## src/rtl/vedic_pkg.sv

```systemverilog
// Shared constants and FSM encoding for the sequential vedic multiplier.
package vedic_pkg;

    localparam int unsigned DIG_W = 3;

    typedef enum logic [1:0] {
        IDLE = 2'd0,
        CALC = 2'd1,
        DONE = 2'd2
    } state_t;

endpackage

```

## src/rtl/vedic_3.sv

```systemverilog
// 3x3 unsigned multiplier using the urdhva-tiryakbhyam (vertical and crosswise) column sums.
module vedic_3 (
    input  logic [2:0] i_a,
    input  logic [2:0] i_b,
    output logic [5:0] o_p
);

    logic       w_c0;
    logic [1:0] w_c1;
    logic [1:0] w_c2;
    logic [1:0] w_c3;
    logic       w_c4;

    // Column sums of the crosswise partial products, then weighted recombination.
    always_comb begin
        w_c0 = i_a[0] & i_b[0];
        w_c1 = {1'b0, i_a[1] & i_b[0]} + {1'b0, i_a[0] & i_b[1]};
        w_c2 = {1'b0, i_a[2] & i_b[0]} + {1'b0, i_a[1] & i_b[1]} + {1'b0, i_a[0] & i_b[2]};
        w_c3 = {1'b0, i_a[2] & i_b[1]} + {1'b0, i_a[1] & i_b[2]};
        w_c4 = i_a[2] & i_b[2];
        o_p  = {5'b0, w_c0}
             + {3'b0, w_c1, 1'b0}
             + {2'b0, w_c2, 2'b0}
             + {1'b0, w_c3, 3'b0}
             + {1'b0, w_c4, 4'b0};
    end

endmodule

```

## src/rtl/vedic_seq_mul.sv

```systemverilog
// Sequential W x W multiplier time-sharing one 3x3 vedic core over all digit pairs.
module vedic_seq_mul
    import vedic_pkg::*;
#(
    parameter int unsigned DIGITS = 4
) (
    input  logic                          clk,
    input  logic                          rst_n,
    input  logic                          in_valid,
    output logic                          in_ready,
    input  logic [DIG_W*DIGITS-1:0]       a,
    input  logic [DIG_W*DIGITS-1:0]       b,
    output logic                          out_valid,
    input  logic                          out_ready,
    output logic [2*DIG_W*DIGITS-1:0]     p,
    output logic                          busy
);

    localparam int unsigned W      = DIG_W * DIGITS;
    localparam int unsigned IDX_W  = (DIGITS > 1) ? $clog2(DIGITS) : 1;
    localparam int unsigned IDX_W1 = IDX_W + 1;
    localparam logic [IDX_W-1:0] LAST_IDX = IDX_W'(DIGITS - 1);

    state_t               r_state;
    state_t               w_next;
    logic [W-1:0]         r_a;
    logic [W-1:0]         r_b;
    logic [IDX_W-1:0]     r_i;
    logic [IDX_W-1:0]     r_j;
    logic [2*W-1:0]       r_acc;
    logic [2*W-1:0]       r_p;
    logic [DIG_W-1:0]     w_a_dig;
    logic [DIG_W-1:0]     w_b_dig;
    logic [2*DIG_W-1:0]   w_core;
    logic [IDX_W:0]       w_dsum;
    logic [2*W-1:0]       w_ext;
    logic [2*W-1:0]       w_term;
    logic [2*W-1:0]       w_sum;
    logic                 w_accept;
    logic                 w_last;

    vedic_3 u_core (
        .i_a (w_a_dig),
        .i_b (w_b_dig),
        .o_p (w_core)
    );

    // FSM state register.
    always_ff @(posedge clk or negedge rst_n) begin
        if (!rst_n) r_state <= IDLE;
        else        r_state <= w_next;
    end

    // Next-state and handshake outputs.
    always_comb begin
        w_next    = r_state;
        in_ready  = 1'b0;
        out_valid = 1'b0;
        busy      = 1'b1;
        w_accept  = 1'b0;
        w_last    = (r_i == LAST_IDX) && (r_j == LAST_IDX);
        case (r_state)
            IDLE: begin
                in_ready = 1'b1;
                busy     = 1'b0;
                w_accept = in_valid;
                if (in_valid) w_next = CALC;
            end
            CALC: begin
                if (w_last) w_next = DONE;
            end
            DONE: begin
                out_valid = 1'b1;
                if (out_ready) w_next = IDLE;
            end
            default: w_next = IDLE;
        endcase
    end

    // Digit select from latched operands, then shift the core product into place.
    always_comb begin
        w_a_dig = '0;
        w_b_dig = '0;
        for (int unsigned k = 0; k < DIGITS; k++) begin
            if (r_i == IDX_W'(k)) w_a_dig = r_a[k*DIG_W +: DIG_W];
            if (r_j == IDX_W'(k)) w_b_dig = r_b[k*DIG_W +: DIG_W];
        end
        w_dsum = {1'b0, r_i} + {1'b0, r_j};
        w_ext  = '0;
        w_ext[2*DIG_W-1:0] = w_core;
        w_term = '0;
        for (int unsigned k = 0; k < 2*DIGITS-1; k++) begin
            if (w_dsum == IDX_W1'(k)) w_term = w_ext << (k*DIG_W);
        end
        w_sum = r_acc + w_term;
    end

    // Operand latch, digit indices, accumulator and held product.
    always_ff @(posedge clk or negedge rst_n) begin
        if (!rst_n) begin
            r_a   <= '0;
            r_b   <= '0;
            r_i   <= '0;
            r_j   <= '0;
            r_acc <= '0;
            r_p   <= '0;
        end else if (w_accept) begin
            r_a   <= a;
            r_b   <= b;
            r_i   <= '0;
            r_j   <= '0;
            r_acc <= '0;
        end else if (r_state == CALC) begin
            r_acc <= w_sum;
            if (w_last) begin
                r_i <= '0;
                r_j <= '0;
                r_p <= w_sum;
            end else if (r_j == LAST_IDX) begin
                r_j <= '0;
                r_i <= r_i + 1'b1;
            end else begin
                r_j <= r_j + 1'b1;
            end
        end
    end

    assign p = r_p;

endmodule

```

## config.mk

```make
export PLATFORM = sky130hd
export DESIGN_NAME = vedic_seq_mul
export DESIGN_NICKNAME = d
export VERILOG_FILES = /design/src/rtl/vedic_pkg.sv /design/src/rtl/vedic_3.sv /design/src/rtl/vedic_seq_mul.sv
export SDC_FILE = /design/constraint.sdc
export NUM_CORES = 1
export LEC_CHECK = 0
export ABC_CLOCK_PERIOD_IN_PS = 4200
export BUFFER_PORTS_ARGS = -buffer_cell sky130_fd_sc_hd__buf_2
export CAP_MARGIN = 10
export CORE_MARGIN = 4
export CORE_UTILIZATION = 53
export CTS_CLUSTER_DIAMETER = 80
export CTS_CLUSTER_SIZE = 14
export DETAILED_ROUTE_END_ITERATION = 10
export MAX_ROUTING_LAYER = met4
export PLACE_DENSITY = 0.88
export SYNTH_ARGS = -nofsm -noshare
export SYNTH_HDL_FRONTEND = slang
export SYNTH_SLANG_ARGS = --single-unit
```

## constraint.sdc

```tcl
create_clock -name clk -period 4.2 [get_ports clk]
set_input_delay 0.63 -clock clk [delete_from_list [all_inputs] [get_ports clk]]
set_output_delay 0.63 -clock clk [all_outputs]
set_load 0.005 [all_outputs]
```

==> results of run 1 <==
==> worst max path at each step <==
| stage | to | slack (ns) |
|---|---|---|
| final | r_acc[22]$_DFFE_PN0P_ | -0.64 |
| after CTS | r_acc[23]$_DFFE_PN0P_ | -0.45 |
| after detailed placement | r_acc[21]$_DFFE_PN0P_ | -0.56 |
| after global placement | r_acc[21]$_DFFE_PN0P_ | -0.35 |
| after global routing | r_acc[22]$_DFFE_PN0P_ | -0.81 |
| after floorplan | r_acc[22]$_DFFE_PN0P_ | -0.10 |
==> power groups by stage <==
stage / logic, W / clock network [W] / registers, W
after global placement: 0.00197 / 0 / 0.00126
after CTS: 0.00235 / 0.000624 / 0.00127
final: 0.00259 / 0.000623 / 0.00128
after floorplan: 0.00131 / 0 / 0.00124
after detailed placement: 0.00207 / 0 / 0.00128
after global routing: 0.00285 / 0.000653 / 0.00131
==> cell families (layout without fill, tap and decap cells) <==
logic type	count (synthesis)	in the layout	synth area share [%]
XOR/XNOR	23	23	4.20
buffers and inverters	40	164	3.60
adder cells (fa/ha/maj)	41	41	11.3
AND/OR/NAND/NOR	235	235	21.0
flip-flops	78	78	40.7
multiplexers	10	10	2.11
AO/OA/AOI/OAI	130	130	17.0
==> through the flow <==
| step | power (W) | cell area, um^2 | cells | util, % |
|---|---|---|---|---|
| 6_report | 0.00449 | 6380 | 789 | 72.8 |
| 5_1_grt | 0.00481 | 6380 | 789 | 72.8 |
| 4_1_cts | 0.00425 | 6160 | 786 | 70.3 |
| 3_5_place_dp | 0.00335 | 5620 | 757 | 64.1 |
| 3_3_place_gp | 0.00323 | 5620 | 757 | 64.1 |
| 2_1_floorplan | 0.00255 | 4850 | 557 | - |
==> sequential cells by signal, summed over array words and instances (netlist names) <==
name / cells
p: 24
r_acc: 24
r_a: 12
r_b: 12
r_j: 2
r_i: 2
r_state: 2
==> cells in the final DEF (no fill, tap or decap), types with 7 or more instances in the layout <==
cell      count
nand2_1     126
buf_4        79
xnor2_2       7
clkbuf_8      9
nand3_1      27
nor2b_1       8
buf_2        53
a21oi_2      12
nor2_1       34
nor3_1        7
xor2_1        7
ha_1         30
o21ai_0      29
o21ai_1      27
inv_1         9
dfrtp_1      76
a21oi_1      15
==> per-layer routing <==
layer	part of all wire [%]	global-route usage, %
met5	0	-
met4	4.7	10.8
met3	5.3	4.06
met2	50	41.6
met1	40	30.1
==> area by class of cell <==
cell class / instances / area (um^2) / share of cell area [%]
Clock inverter: 6 / 86.3 / 1.35
Timing Repair Buffer: 135 / 892 / 14.0
Tap cell: 108 / 135 / 2.12
Clock buffer: 10 / 128 / 2.00
Multi-Input combinational cell: 439 / 3140 / 49.2
Sequential cell: 78 / 1950 / 30.6
Inverter: 13 / 48.8 / 0.765
==> what timing repair did <==
action	4_1_cts	5_1_grt
resized for setup	54	44
pin swaps	33	30
hold buffers	0	0
setup buffers	14	4
setup endpoints to repair	38	42
==> results.sh, run 1 <==
export IMPL_required_ns=4.42
export IMPL_place_ws_ns=-0.555
export IMPL_clock_sinks=78
export IMPL_r2r_setup_slack_ns=-0.64
export IMPL_yosysTopAreaCell="dfrtp_1"
export IMPL_grt_overflow=0
export IMPL_p_sw_w=0.00191
export IMPL_yosysMostFrequentCell="nand2_1"
export IMPL_ys_ff_latch=78
export IMPL_clkTransAtPathRegs_ns=0.08
export IMPL_grt_use_total_pct=25.0
export IMPL_antenna_found_initial=0
export IMPL_clock_skew_ns=0.00687
export IMPL_fill_cells=589
export IMPL_fin_ws_ns=-0.641
export IMPL_p_per_area_nw_per_um2=704
export IMPL_synth_cell_types=47
export IMPL_final_max_slew_violation_count=0
export IMPL_outcome="finished, violations left"
export IMPL_wire_per_inst_um=16.7
export IMPL_path_cells="inv_2, ha_4, and3b_1, a21oi_2, o21ai_1, mux2i_1, nor2_1, fa_2, ha_4, fa_2, mux2i_2, buf_4, nor3_2, ha_1, o211ai_1, a21o_1, a31oi_4, a211oi_4, o31ai_2, xnor2_1, o21ai_1"
export IMPL_violations="negative setup slack"
export IMPL_wl_um=13200
export IMPL_internal_power_w=0.00259
export IMPL_chipHeight_um=103
export IMPL_drtPass1Iterations=5
export IMPL_slew_headroom_pct=37.2
export IMPL_timing_rr_start="r_j[1]$_DFFE_PN0P_"
export IMPL_io_buffers=54
export IMPL_clock_latency_ns=0.36
export IMPL_detail_route_antenna_nets=0
export IMPL_nets=745
export IMPL_critPathTopFamily="adder cells"
export IMPL_switching_share_pct=42.4
export IMPL_tritoncts="yes"
export IMPL_synth_common_cells="131 x nand2_1, 78 x dfrtp_1, 48 x o21ai_0"
export IMPL_finalHoldViolations=0
export IMPL_rows=34
export IMPL_p_comb_share_pct=57.7
export IMPL_max_freq_mhz=207
export IMPL_critPathSlowestCell="fa_2"
export IMPL_drive_above_1_share_pct=34.4
export IMPL_setup_viol=38
export IMPL_synth_edf_count=0
export IMPL_p_clk_share_pct=13.9
export IMPL_grt_pass1_wl_um=20500
export IMPL_cp_data_arrival_time_ns=5.06
export IMPL_synthFlopType="dfrtp_1"
export IMPL_hold_class="input port to async pin"
export IMPL_reg2reg_to="r_acc[22]$_DFFE_PN0P_"
export IMPL_drv_cap=0
export IMPL_cts_root_buf="clkbuf_8"
export IMPL_drc_errors=0
export IMPL_die_area_um2=10600
export IMPL_worstRegToRegCells=21
export IMPL_crit_fanout=5
export IMPL_syn_inst=557
export IMPL_avgSynthCellArea_um2=8.60
export IMPL_syn2layout_area_growth_pct=33.2
export IMPL_cts_buffers=9
export IMPL_place_gp_congestion=0.973
export IMPL_async_flop_share_pct=100
export IMPL_ys_warn_count=0
export IMPL_via_per_inst=5.78
export IMPL_crit_start="r_j[1]$_DFFE_PN0P_"
export IMPL_cp_num_buf_inv=2
export IMPL_start_util_pct=54.7
export IMPL_num_io_pins=55
export IMPL_holdWs_ns=0.417
export IMPL_slowest_delay_ns=0.61
export IMPL_drtIter0Drc=186
export IMPL_crit_type="flop to flop"
export IMPL_fin_crit_ns=4.84
export IMPL_pwr_share_seq_pct=28.4
export IMPL_ir_drop_v=0.000400
export IMPL_fin_setup_tns_ns=-17.82
export IMPL_crit_path_end_kind="flop"
export IMPL_hpwlAfterDp_um=8390
export IMPL_grt_pass1_vias=4470
export IMPL_htree_num_levels=3
export IMPL_synth_fp_nets=626
export IMPL_clock_path_buffers=2
export IMPL_power_leakage_nw=3.08
export IMPL_worst_slew_pin_slew_ns=0.941
export IMPL_synth_seq_area_share_pct=40.7
export IMPL_mappedNetlistArea_um2=4790
export IMPL_critPathLaunchType="flop"
export IMPL_synth_top_area_share_pct=40.7
export IMPL_rsz0062_at_grt="yes"
export IMPL_grt_max_degree=79
export IMPL_cp_num_cells=21
export IMPL_core_um2=8760
export IMPL_vias=4563
export IMPL_ys_top_cells_by_area="dfrtp_1 41%, nand2_1 10%, ha_1 9.7%, o21ai_0 5.0%, nor2_1 3.1%"
export IMPL_die_w_um=103
export IMPL_diodes=0
export IMPL_period_share_pct=115
Note: power is estimated with default switching activity, not from simulation.
==> run 2: changes to the inputs <==
- SETUP_SLACK_MARGIN: default -> 0.2
==> results.sh, run 2 (synthesis gave the netlist of run 1 again) <==
export IMPL_grt_max_degree=79
export IMPL_drtIter0Drc=329
export IMPL_p_per_area_nw_per_um2=731
export IMPL_hold_class="input port to async pin"
export IMPL_fin_ws_ns=-0.760
export IMPL_wl_um=13900
export IMPL_rows=34
export IMPL_htree_num_levels=3
export IMPL_outcome="finished, violations left"
export IMPL_crit_fanout=6
export IMPL_power_w=0.00472
export IMPL_finalHoldViolations=0
export IMPL_tritoncts="yes"
export IMPL_hpwlAfterDp_um=8380
export IMPL_via_per_inst=5.84
export IMPL_grt_pass1_vias=4569
export IMPL_clock_sinks=78
export IMPL_ir_drop_v=0.000356
export IMPL_cts_buffers=9
export IMPL_power_leakage_nw=3.07
export IMPL_cp_data_arrival_time_ns=5.19
export IMPL_die_w_um=103
export IMPL_final_common_cell="nand2_1"
export IMPL_postLayoutCoreUtil_pct=73.7
export IMPL_crit_type="flop to flop"
export IMPL_required_ns=4.43
export IMPL_final_cell_mix="127 x nand2_1, 80 x buf_4, 76 x dfrtp_1"
export IMPL_clkTransAtPathRegs_ns=0.09
export IMPL_io_buffers=54
export IMPL_place_ws_ns=-0.713
export IMPL_wire_per_inst_um=17.5
export IMPL_syn2layout_area_growth_pct=34.8
export IMPL_dp_cells=758
export IMPL_postPlaceCellArea_um2=5640
export IMPL_diodes=0
export IMPL_slew_headroom_pct=36.9
export IMPL_max_freq_mhz=202
export IMPL_clock_latency_ns=0.36
export IMPL_vias=4650
export IMPL_start_util_pct=54.7
export IMPL_clock_skew_ns=0.0103
export IMPL_die_area_um2=10600
export IMPL_rsz0062_at_grt="yes"
export IMPL_drive_above_1_share_pct=34.6
export IMPL_num_io_pins=55
export IMPL_period_share_pct=118
export IMPL_grt_use_total_pct=25.2
export IMPL_worst_slew_pin_slew_ns=0.946
export IMPL_cts_root_buf="clkbuf_8"
export IMPL_grt_overflow=0
export IMPL_final_max_slew_violation_count=0
export IMPL_nets=752
export IMPL_critPathLaunchType="flop"
export IMPL_detail_route_antenna_nets=0
export IMPL_violations="negative setup slack"
export IMPL_grt_pass1_wl_um=20900
export IMPL_crit_path_end_kind="flop"
export IMPL_drtPass1Iterations=5
export IMPL_fin_crit_ns=4.96
export IMPL_stdcell_count=796
export IMPL_clock_path_buffers=2
export IMPL_place_gp_congestion=1.01
export IMPL_final_cell_area_um2=6460
export IMPL_core_um2=8760
export IMPL_setup_viol=38
export IMPL_drv_cap=0
export IMPL_antenna_found_initial=0
export IMPL_chipHeight_um=103
export IMPL_drc_errors=0
run 2: cell count changes in the layout (fill, tap and decap cells not counted), moves of 3 or more:
| cell | before | now |
|---|---|---|
| buf_6 | 3 | 9 |
| o21ai_0 | 29 | 16 |
| o21ai_1 | 27 | 42 |
| xnor2_1 | 3 | 6 |
| xnor2_2 | 7 | 2 |
run 2: repair_timing:
item                       4_1_cts  5_1_grt
hold buffers                     0        0
setup endpoints to repair       41       42
gates resized for setup         57       43
pin swaps                       35       42
gates cloned                     0        0
setup buffers                   15        7
run 2: worst paths after layout:
kind	cells after the start	slack, ns	endpoint	from
worst min register to register	2	0.48	p[16]$_DFFE_PN0P_	p[16]$_DFFE_PN0P_
worst max-delay path	24	-0.76	r_acc[23]$_DFFE_PN0P_	r_i[0]$_DFFE_PN0P_
min in group clk	3	0.45	r_b[6]$_DFFE_PN0P_	b[6]
max in group asynchronous	1	3.12	r_j[0]$_DFFE_PN0P_	rst_n
worst min-delay path	1	0.41	p[9]$_DFFE_PN0P_	rst_n
worst max register to register	24	-0.76	r_acc[23]$_DFFE_PN0P_	r_i[0]$_DFFE_PN0P_
run 2: layout make-up:
class	count	area, um^2
Fill cell	577	2300
Clock inverter	6	111
Tap cell	108	135
Clock buffer	10	128
Multi-Input combinational cell	439	3120
Timing Repair Buffer	142	967
Sequential cell	78	1950
Inverter	13	48.8
run 2: worst max-delay path, cell delays in order (launching register included):
cell      delay [ns]
dfrtp_2         0.44
buf_6           0.12
ha_4            0.17
buf_4           0.13
a21oi_2         0.12
o21ai_1         0.09
mux2i_1         0.26
buf_4           0.17
nor2_1          0.04
ha_1            0.30
ha_1            0.31
a21o_1          0.20
a21oi_2         0.18
inv_1           0.08
mux2i_2         0.24
nor3_1          0.12
ha_1            0.37
nor3_1          0.32
nor3_2          0.10
a21oi_2         0.26
buf_4           0.18
o21ai_4         0.07
a211oi_2        0.28
xnor2_1         0.18
o21ai_1         0.08
run 2: where the power goes:
part	switching (W)	leakage (nW)	total, W	internal [W]
clock network	0.000294	0.116	0.000689	0.000395
logic	0.00149	1.95	0.00275	0.00126
registers	0.000212	1.01	0.00128	0.00107
total	0.00199	3.07	0.00472	0.00273
run 2: per-layer routing:
metal  wire length (um)  track usage, %  vias up
met1               5260            29.5     2198
met2               7180            43.5      234
met3                936            3.45       61
met4                566            10.4        0
li1                   -               -     2157
met5                  0               -        -
run 2: through the flow:
| step | setup TNS (ns) | hold slack, ns |
|---|---|---|
| after floorplan | -0.505 | 0.334 |
| after global placement | -6.44 | 0.457 |
| after detailed placement | -15.13 | 0.462 |
| after CTS | -12.95 | 0.450 |
| after global routing | -29.16 | 0.453 |
| final | -20.49 | 0.415 |
